`src/rtl/mode_switch_if.sv`:
```
// Mode request handshake between the host/CSR side and mode_switch_ctrl.
interface mode_switch_if;
  logic       req_valid;
  logic [2:0] req_mode;
  logic       req_ready;

  modport master (
    output req_valid,
    output req_mode,
    input  req_ready
  );

  modport slave (
    input  req_valid,
    input  req_mode,
    output req_ready
  );
endinterface

```
`src/rtl/mode_switch_ctrl.sv`:
```
// Video mode change sequencer: applies mode requests at frame boundaries with blanking and timing hold.
// Optional frame_end watchdog enabled by defining MODE_SWITCH_TIMEOUT_EN.
module mode_switch_ctrl #(
  parameter int unsigned SETTLE_CYCLES  = 16,
  parameter int unsigned BLANK_FRAMES   = 2,
  parameter int unsigned TIMEOUT_CYCLES = 2000000
) (
  input  logic             clk,
  input  logic             reset,
  mode_switch_if.slave     req,
  input  logic             frame_end,
  output logic [2:0]       lut_mode,
  output logic             mode_change,
  output logic             tg_hold,
  output logic             blank,
  output logic [2:0]       cur_mode,
  output logic             busy,
  output logic             done,
  output logic             err,
  output logic             timeout
);

  localparam int unsigned SW         = $clog2(SETTLE_CYCLES + 1);
  localparam int unsigned FW         = (BLANK_FRAMES > 0) ? $clog2(BLANK_FRAMES + 1) : 1;
  localparam int unsigned LAST_FRAME = (BLANK_FRAMES > 0) ? BLANK_FRAMES - 1 : 0;
  localparam logic [2:0]  MODE_LIMIT = 3'd6;

  typedef enum logic [2:0] {
    IDLE,
    WAIT_FRAME,
    APPLY,
    SETTLE,
    UNBLANK,
    DONE
  } state_t;

  state_t        state;
  logic          ready_q;
  logic          pend_valid;
  logic [2:0]    pend_mode;
  logic [SW-1:0] settle_cnt;
  logic [FW-1:0] frame_cnt;

  logic          accept;
  logic          store;
  logic          pop;
  logic          chk_en;
  logic [2:0]    chk_mode;
  logic          frame_ev;

  assign req.req_ready = ready_q;
  assign accept        = req.req_valid & ready_q;

  // A request is checked straight from the bus in IDLE, otherwise from the pending slot.
  always_comb begin
    chk_en   = 1'b0;
    chk_mode = pend_valid ? pend_mode : req.req_mode;
    if (state == IDLE)
      chk_en = pend_valid | accept;
    else if (state == DONE)
      chk_en = pend_valid;
  end

  assign pop   = chk_en & pend_valid;
  assign store = accept & (state != IDLE);

  always_ff @(posedge clk) begin
    if (reset) begin
      pend_valid <= 1'b0;
      pend_mode  <= '0;
      ready_q    <= 1'b1;
    end else begin
      if (store) begin
        pend_valid <= 1'b1;
        pend_mode  <= req.req_mode;
      end else if (pop) begin
        pend_valid <= 1'b0;
      end
      ready_q <= !(store | (pend_valid & !pop));
    end
  end

`ifdef MODE_SWITCH_TIMEOUT_EN
  localparam int unsigned WW = $clog2(TIMEOUT_CYCLES + 1);

  logic [WW-1:0] wd_cnt;

  // The registered timeout pulse stands in for the missing frame_end one cycle later.
  assign frame_ev = frame_end | timeout;

  always_ff @(posedge clk) begin
    if (reset) begin
      wd_cnt  <= '0;
      timeout <= 1'b0;
    end else begin
      timeout <= 1'b0;
      if (!((state == WAIT_FRAME) || (state == UNBLANK)) || frame_ev) begin
        wd_cnt <= '0;
      end else if (wd_cnt == WW'(TIMEOUT_CYCLES - 1)) begin
        wd_cnt  <= '0;
        timeout <= 1'b1;
      end else begin
        wd_cnt <= wd_cnt + WW'(1);
      end
    end
  end
`else
  logic unused_timeout_cfg;

  assign unused_timeout_cfg = ^TIMEOUT_CYCLES;
  assign frame_ev           = frame_end;
  assign timeout            = 1'b0;
`endif

  always_ff @(posedge clk) begin
    if (reset) begin
      state       <= IDLE;
      lut_mode    <= '0;
      cur_mode    <= '0;
      mode_change <= 1'b0;
      tg_hold     <= 1'b0;
      blank       <= 1'b0;
      busy        <= 1'b0;
      done        <= 1'b0;
      err         <= 1'b0;
      settle_cnt  <= '0;
      frame_cnt   <= '0;
    end else begin
      mode_change <= 1'b0;
      done        <= 1'b0;
      err         <= 1'b0;

      case (state)
        IDLE, DONE: begin
          blank   <= 1'b0;
          tg_hold <= 1'b0;
          if (chk_en && (chk_mode >= MODE_LIMIT)) begin
            err   <= 1'b1;
            state <= IDLE;
            busy  <= 1'b0;
          end else if (chk_en && (chk_mode == cur_mode)) begin
            done  <= 1'b1;
            state <= IDLE;
            busy  <= 1'b0;
          end else if (chk_en) begin
            lut_mode <= chk_mode;
            state    <= WAIT_FRAME;
            busy     <= 1'b1;
          end else begin
            state <= IDLE;
            busy  <= 1'b0;
          end
        end

        WAIT_FRAME: begin
          blank <= 1'b0;
          if (frame_ev) begin
            state       <= APPLY;
            mode_change <= 1'b1;
            blank       <= 1'b1;
          end
        end

        APPLY: begin
          state      <= SETTLE;
          tg_hold    <= 1'b1;
          blank      <= 1'b1;
          settle_cnt <= SW'(1);
        end

        SETTLE: begin
          if (settle_cnt >= SW'(SETTLE_CYCLES)) begin
            tg_hold   <= 1'b0;
            frame_cnt <= '0;
            if (BLANK_FRAMES > 0) begin
              state <= UNBLANK;
            end else begin
              state    <= DONE;
              done     <= 1'b1;
              blank    <= 1'b0;
              cur_mode <= lut_mode;
            end
          end else begin
            settle_cnt <= settle_cnt + SW'(1);
          end
        end

        UNBLANK: begin
          if (frame_ev) begin
            if (frame_cnt == FW'(LAST_FRAME)) begin
              state    <= DONE;
              done     <= 1'b1;
              blank    <= 1'b0;
              cur_mode <= lut_mode;
            end else begin
              frame_cnt <= frame_cnt + FW'(1);
            end
          end
        end

        default: begin
          state <= IDLE;
          busy  <= 1'b0;
          blank <= 1'b0;
        end
      endcase
    end
  end

endmodule

```
`src/flat_wrapper.sv`:
```
// flat-port wrapper written by rule: the top's interface ports become plain ports
module mode_switch_ctrl_flat 
#(
  parameter int unsigned SETTLE_CYCLES  = 16,
  parameter int unsigned BLANK_FRAMES   = 2,
  parameter int unsigned TIMEOUT_CYCLES = 2000000
)
  (clk, reset, frame_end, lut_mode, mode_change, tg_hold, blank, cur_mode, busy, done, err, timeout, req_req_valid, req_req_mode, req_req_ready);
  mode_switch_if req_i ();
  input  logic clk;
  input  logic reset;
  input  logic frame_end;
  output logic [2:0] lut_mode;
  output logic mode_change;
  output logic tg_hold;
  output logic blank;
  output logic [2:0] cur_mode;
  output logic busy;
  output logic done;
  output logic err;
  output logic timeout;
  input wire logic [$bits(req_i.req_valid)-1:0] req_req_valid;
  input wire logic [$bits(req_i.req_mode)-1:0] req_req_mode;
  output wire logic [$bits(req_i.req_ready)-1:0] req_req_ready;
  assign req_i.req_valid = req_req_valid;
  assign req_i.req_mode = req_req_mode;
  assign req_req_ready = req_i.req_ready;
  mode_switch_ctrl #(.SETTLE_CYCLES(SETTLE_CYCLES), .BLANK_FRAMES(BLANK_FRAMES), .TIMEOUT_CYCLES(TIMEOUT_CYCLES)) u_core (.clk(clk), .reset(reset), .req(req_i), .frame_end(frame_end), .lut_mode(lut_mode), .mode_change(mode_change), .tg_hold(tg_hold), .blank(blank), .cur_mode(cur_mode), .busy(busy), .done(done), .err(err), .timeout(timeout));
endmodule
```
`config.mk`:
```
export PLATFORM = sky130hd
export DESIGN_NAME = mode_switch_ctrl_flat
export DESIGN_NICKNAME = d
export VERILOG_FILES = /design/src/rtl/mode_switch_if.sv /design/src/rtl/mode_switch_ctrl.sv /design/src/flat_wrapper.sv
export SDC_FILE = /design/constraint.sdc
export NUM_CORES = 1
export LEC_CHECK = 0
export BUFFER_PORTS_ARGS = -buffer_cell sky130_fd_sc_hd__buf_2
export CAP_MARGIN = 0
export CORE_ASPECT_RATIO = 0.6
export CORE_MARGIN = 2
export CORE_UTILIZATION = 46
export CTS_BUF_LIST = sky130_fd_sc_hd__clkbuf_8
export CTS_CLUSTER_SIZE = 14
export DETAILED_ROUTE_END_ITERATION = 8
export GPL_TIMING_DRIVEN = 1
export HOLD_SLACK_MARGIN = 0.06
export PLACE_DENSITY = 0.67
export SYNTH_ARGS = -nofsm -noshare
export SYNTH_HDL_FRONTEND = slang
export SYNTH_SLANG_ARGS = --single-unit
export TNS_END_PERCENT = 50
```
`constraint.sdc`:
```
create_clock -name clk -period 3.4 [get_ports clk]
set_input_delay 0.68 -clock clk [delete_from_list [all_inputs] [get_ports clk]]
set_output_delay 0.68 -clock clk [all_outputs]
set_load 0.02 [all_outputs]
```
# Word-level counts from Yosys, hierarchy flattened
# Cells that the tools add are included.
# W data, S select, Z words.
# word_totals
regBits,27
in_bits,7
output_inout_bits,14
elab_cells,98
# op_classes
add_sub_neg,2
n_lt_le_gt_ge,2
n_eq_ne,13
muxes,35
n_bitwise,11
reduce_logical,21
# ops
cell,count
$mux W3,7
$mux W1,17
$pmux W3 S5,1
$reduce_and A4 Y1,3
$pmux W5 S2,1
$ne A2 B2 Y1 const B,4
$eq A3 B2 Y1 const B,2
$eq A3 B3 Y1 const B,2
$mux W2,3
$reduce_and A3 Y1,2
$reduce_bool A2 Y1,3
$reduce_bool A3 Y1,2
$reduce_or A2 Y1,3
$add A5 B1 Y5 const B,1
$ge A5 B5 Y1 const B,1
$mux W5,1
$not A1 Y1,5
$and A1 B1 Y1,4
$ne A2 B1 Y1 const B,2
$pmux W1 S2,2
$pmux W1 S4,1
$pmux W2 S2,1
$reduce_and A2 Y1,2
$reduce_or A4 Y1,1
10 further kinds,13

# Depth between registers and ports, before layout
# logic_depth
ltp_word,8
mapped_depth,7
mapped_depth_nobuf,7

# Least setup slack after synthesis
# OpenSTA, ideal clock, no wires.
# synth_timing
path_kind,in2reg
from,in req_req_mode[1]
to,reg u_core.lut_mode[1]
setup_time_ns,0.134
arrival_time_ns,1.672
required_time_ns,3.266
slack_ns,1.593
path_stages,5
n_path_buf,0
path_cell_list,mux2_4 > and2_1 > o311ai_4 > and2_1 > a211oi_1
# synth_via
elab_chain_len,5
elab_cells_between_ends,8
# synth_rtl
element,line_no,source
start: declaration,flat_wrapper.sv:23,input wire logic [$bits(req_i.req_mode)-1:0] req_req_mode;
$mux W3 (*),mode_switch_ctrl.sv:57,chk_mode = pend_valid ? pend_mode : req.req_mode;
$ge A3 B3 Y1 or $eq A3 B3 Y1 (tied branches),"mode_switch_ctrl.sv:137, mode_switch_ctrl.sv:141",
"$logic_and A1 B1 Y1, on equally long branches","mode_switch_ctrl.sv:137, mode_switch_ctrl.sv:141",
$not A1 Y1 (no line),n/a,
$reduce_and A4 Y1 (no line),n/a,
end signal: assignment,mode_switch_ctrl.sv:146,lut_mode <= chk_mode;
end: declaration,mode_switch_ctrl.sv:12,"output logic [2:0] lut_mode,"
# Every way passes the cells marked *; elsewhere a longest branch is shown, timed or not.
# A chain may end at the register's enable or synchronous reset.

# Worst setup path in the final report
# layout_timing
from,reg u_core.state[1]
to,reg u_core.frame_cnt[1]
# layout_via
elab_chain_len,3
elab_cells_between_ends,8
# layout_rtl
element,line_no,source
start: declaration,mode_switch_ctrl.sv:37,state_t state;
start signal: assignment,mode_switch_ctrl.sv:117,state <= IDLE;
start signal: assignment,mode_switch_ctrl.sv:139,state <= IDLE;
start signal: assignment,mode_switch_ctrl.sv:143,state <= IDLE;
$eq A3 B3 Y1 or $eq A3 B2 Y1 (tied branches),mode_switch_ctrl.sv:133,case (state)
$ne A2 B2 Y1 (no line) (tied with other cells),n/a,
$reduce_and A4 Y1 (no line),n/a,
end signal: assignment,mode_switch_ctrl.sv:196,frame_cnt <= frame_cnt + FW'(1);
end: declaration,mode_switch_ctrl.sv:42,logic [FW-1:0] frame_cnt;
# Several ways; a longest one is shown, not always the timed one.

==> flow_summary.toml <==
[critical_path]
cpPeakStageDelay_ns = 0.62
startpoint_type = "flop"
critPathMaxFanout = 15
critical_path_buf_inv_count = 0
cpMaxStageDelayCell = "dfxtp_1"
crit_required_ns = 3.60
cp_top_family = "simple AND/OR/NAND/NOR gates"
rrSetupSlack_ns = 1.34
worst_setup_path_end_kind = "flop"
worst_ep_arrival_time_ns = 2.26
critical_path_class = "reg -> reg"
crit_chain = "nor2b_1, and3_1, nor2_1, or3_1, a21oi_1"

[clock_network]
clk_pin_slew_ns = 0.09
h-tree-depth = 1
cts_buffers = 3
cts_tree = "yes"
clock_path_buffers = 2
cts_root_buf = "clkbuf_8"
cts_sinks = 27
cts_setup_buffers = 0
post_cts_resized = 0
hold_buffers = 0
clock_latency_ns = 0.27

[sta]
clock_skew_ns = 0.00778
period_share = 0.606
maxSlewViolCount = 0
tns_ns = 0
worst_slew_pin_slew_ns = 0.560
holdWs_ns = 0.462
slew_headroom = 0.626
post-route-min-period_ns = 2.06
hold_violations = 0
rsz0062_at_grt = "no"
fmax_mhz = 485
finalSetupViolCount = 0
setup_ws_ns = 1.34

[placed_design]
dp_hpwl_um = 2020
dp_slack_ns = 1.36
place_area_sq_um = 1420
port_buffers = 19
place.gp.congestion = 0.884
dpl.cell_count = 198

[floorplan]
die-area_sq_um = 3360
core_area_sq_um = 2820
io_pins = 21
rows = 15
die_w_um = 73.6
initial_core_util = 0.474
die_h_um = 45.7

[logic_synthesis]
synth_xor_xnor_area_share = 0.0197
muxShareOfSynthArea = 0.0778
yosys-top-cells-area = "dfxtp_1, a21oi_1, mux2i_1"
syn_avg_cell_area_sq_um = 8.56
synth_top_family_by_area = "simple AND/OR/NAND/NOR gates"
yosys_warnings = 0
synth_compound_area_frac = 0.187
synthTopCellsByCount = "dfxtp_1, a21oi_1, nand2_1"
yosys.area.top_type = "dfxtp_1"
syn-cell-area_sq_um = 1340
synth_edf_count = 0
synthMostInstantiatedCell = "dfxtp_1"
syn_inst = 156
synth_top_area_frac = 0.405
yosys.area_share.simple = 0.234
yosysSeqAreaShare = 0.405
synth_cell_types = 42
syn-num-nets = 165
synthAdderAreaFrac = 0.0187
ys_seq_elements = 27
ys.flop_type = "dfxtp_1"
async_reset_ff_frac = 0

[layout]
seq_area_sq_um = 541
postLayoutCellArea_sq_um = 1460
syn_to_final_growth_pct = 9.65
diodes = 0
drive_above_1_share = 0.179
fin_cells = 202
multi_input_area_sq_um = 721
fillers = 273
fin_nets = 178
post-route-util = 0.520

[power]
power_frac_comb = 0.203
total_power_mw = 0.688
power_density_nw_per_um2 = 470
p_seq_frac = 0.533
p_int_mw = 0.479
vdd_drop_max_uv = 284
swShare = 0.304
clock_power_share = 0.263
p_switching_mw = 0.209
power.leakage_nw = 0.570

[grt]
grtUsageTotal = 0.174
grt_pass1_wl_um = 4440
grt_pass1_vias = 908
grt_max_degree = 27
grt_antenna_before_repair = 0
grt_overflow_total = 0

[route]
route.detailed.drc = 0
avgRoutedWirePerCell_um = 13.5
drt-initial-drc-count = 74
ant_nets = 0
viasPerCell = 5.57
drt_wl_total_um = 2740
dr_total_vias = 1126
drtPass1Iterations = 4

[min_path]
hold_class = "reg -> reg"

[status]
status = "completed"

[run]
drv_cap = 0
power by group through the flow:
stage               clock network (mW)  registers (mW)  logic [mW]
floorplan                            0           0.377       0.103
global placement                     0           0.373       0.140
detailed placement                   0           0.374       0.140
CTS                              0.184           0.367       0.140
global route                     0.200           0.373       0.155
finish                           0.181           0.367       0.140
cell usage in the layout (no fill, tap or decap), drive strengths merged, types with 2 or more instances in the layout:
cell,instances
buf,19
a211oi,5
mux2i,7
nand2,16
xor2,2
a31oi,2
or3,2
and2,2
a21oi,19
clkbuf,3
inv,5
nor3b,4
o21ai,6
nand4b,2
nand3,4
ha,2
nor2,15
nor4,2
mux2,2
dfxtp,27
nor3,5
layout make-up:
type / count / share of cell area
flip-flops and latches: 27 / 0.369
inverters: 5 / 0.0128
clock inverters: 1 / 0.00342
well taps: 34 / 0.0291
multi-input cells: 113 / 0.492
repair buffers: 19 / 0.0650
clock buffers: 3 / 0.0282
sequential cells by signal, summed over array words and instances (netlist names):
| signal | count |
|---|---|
| u_core.cur_mode | 3 |
| u_core.done | 1 |
| u_core.pend_valid | 1 |
| u_core.settle_cnt | 5 |
| u_core.pend_mode | 3 |
| u_core.blank | 1 |
| u_core.err | 1 |
| u_core.frame_cnt | 2 |
| u_core.tg_hold | 1 |
| u_core.mode_change | 1 |
| u_core.state | 3 |
| u_core.busy | 1 |
| u_core.lut_mode | 3 |
| u_core.req.req_ready | 1 |
worst paths after layout:
kind | from | end | depth (start not counted)
hold reg to reg | u_core.frame_cnt[1] | u_core.frame_cnt[1] | 2
setup / recovery | u_core.state[1] | u_core.frame_cnt[1] | 5
hold / removal | u_core.frame_cnt[1] | u_core.frame_cnt[1] | 2
setup reg to reg | u_core.state[1] | u_core.frame_cnt[1] | 5
worst register-to-register path, cell delays in order, from the launching register on:
cell	delay (ns)
dfxtp_1	0.62
nor2b_1	0.54
and3_1	0.29
nor2_1	0.09
or3_1	0.31
a21oi_1	0.14
logic make-up after synthesis:
kind of cell             count (synthesis)
buffers and inverters                   16
multiplexers                             9
flip-flops                              27
XOR/XNOR                                 3
other                                    1
AND/OR/NAND/NOR                         59
AO/OA/AOI/OAI                           39
adder cells (fa/ha/maj)                  2
metal layers:
metal / GRT usage / part of all wire
met1: 0.271 / 0.52
met3: 0.0398 / 0.075
met5: 0 / 0
met4: 0.0327 / 0
met2: 0.243 / 0.40
(Power assumes the default switching activity.)
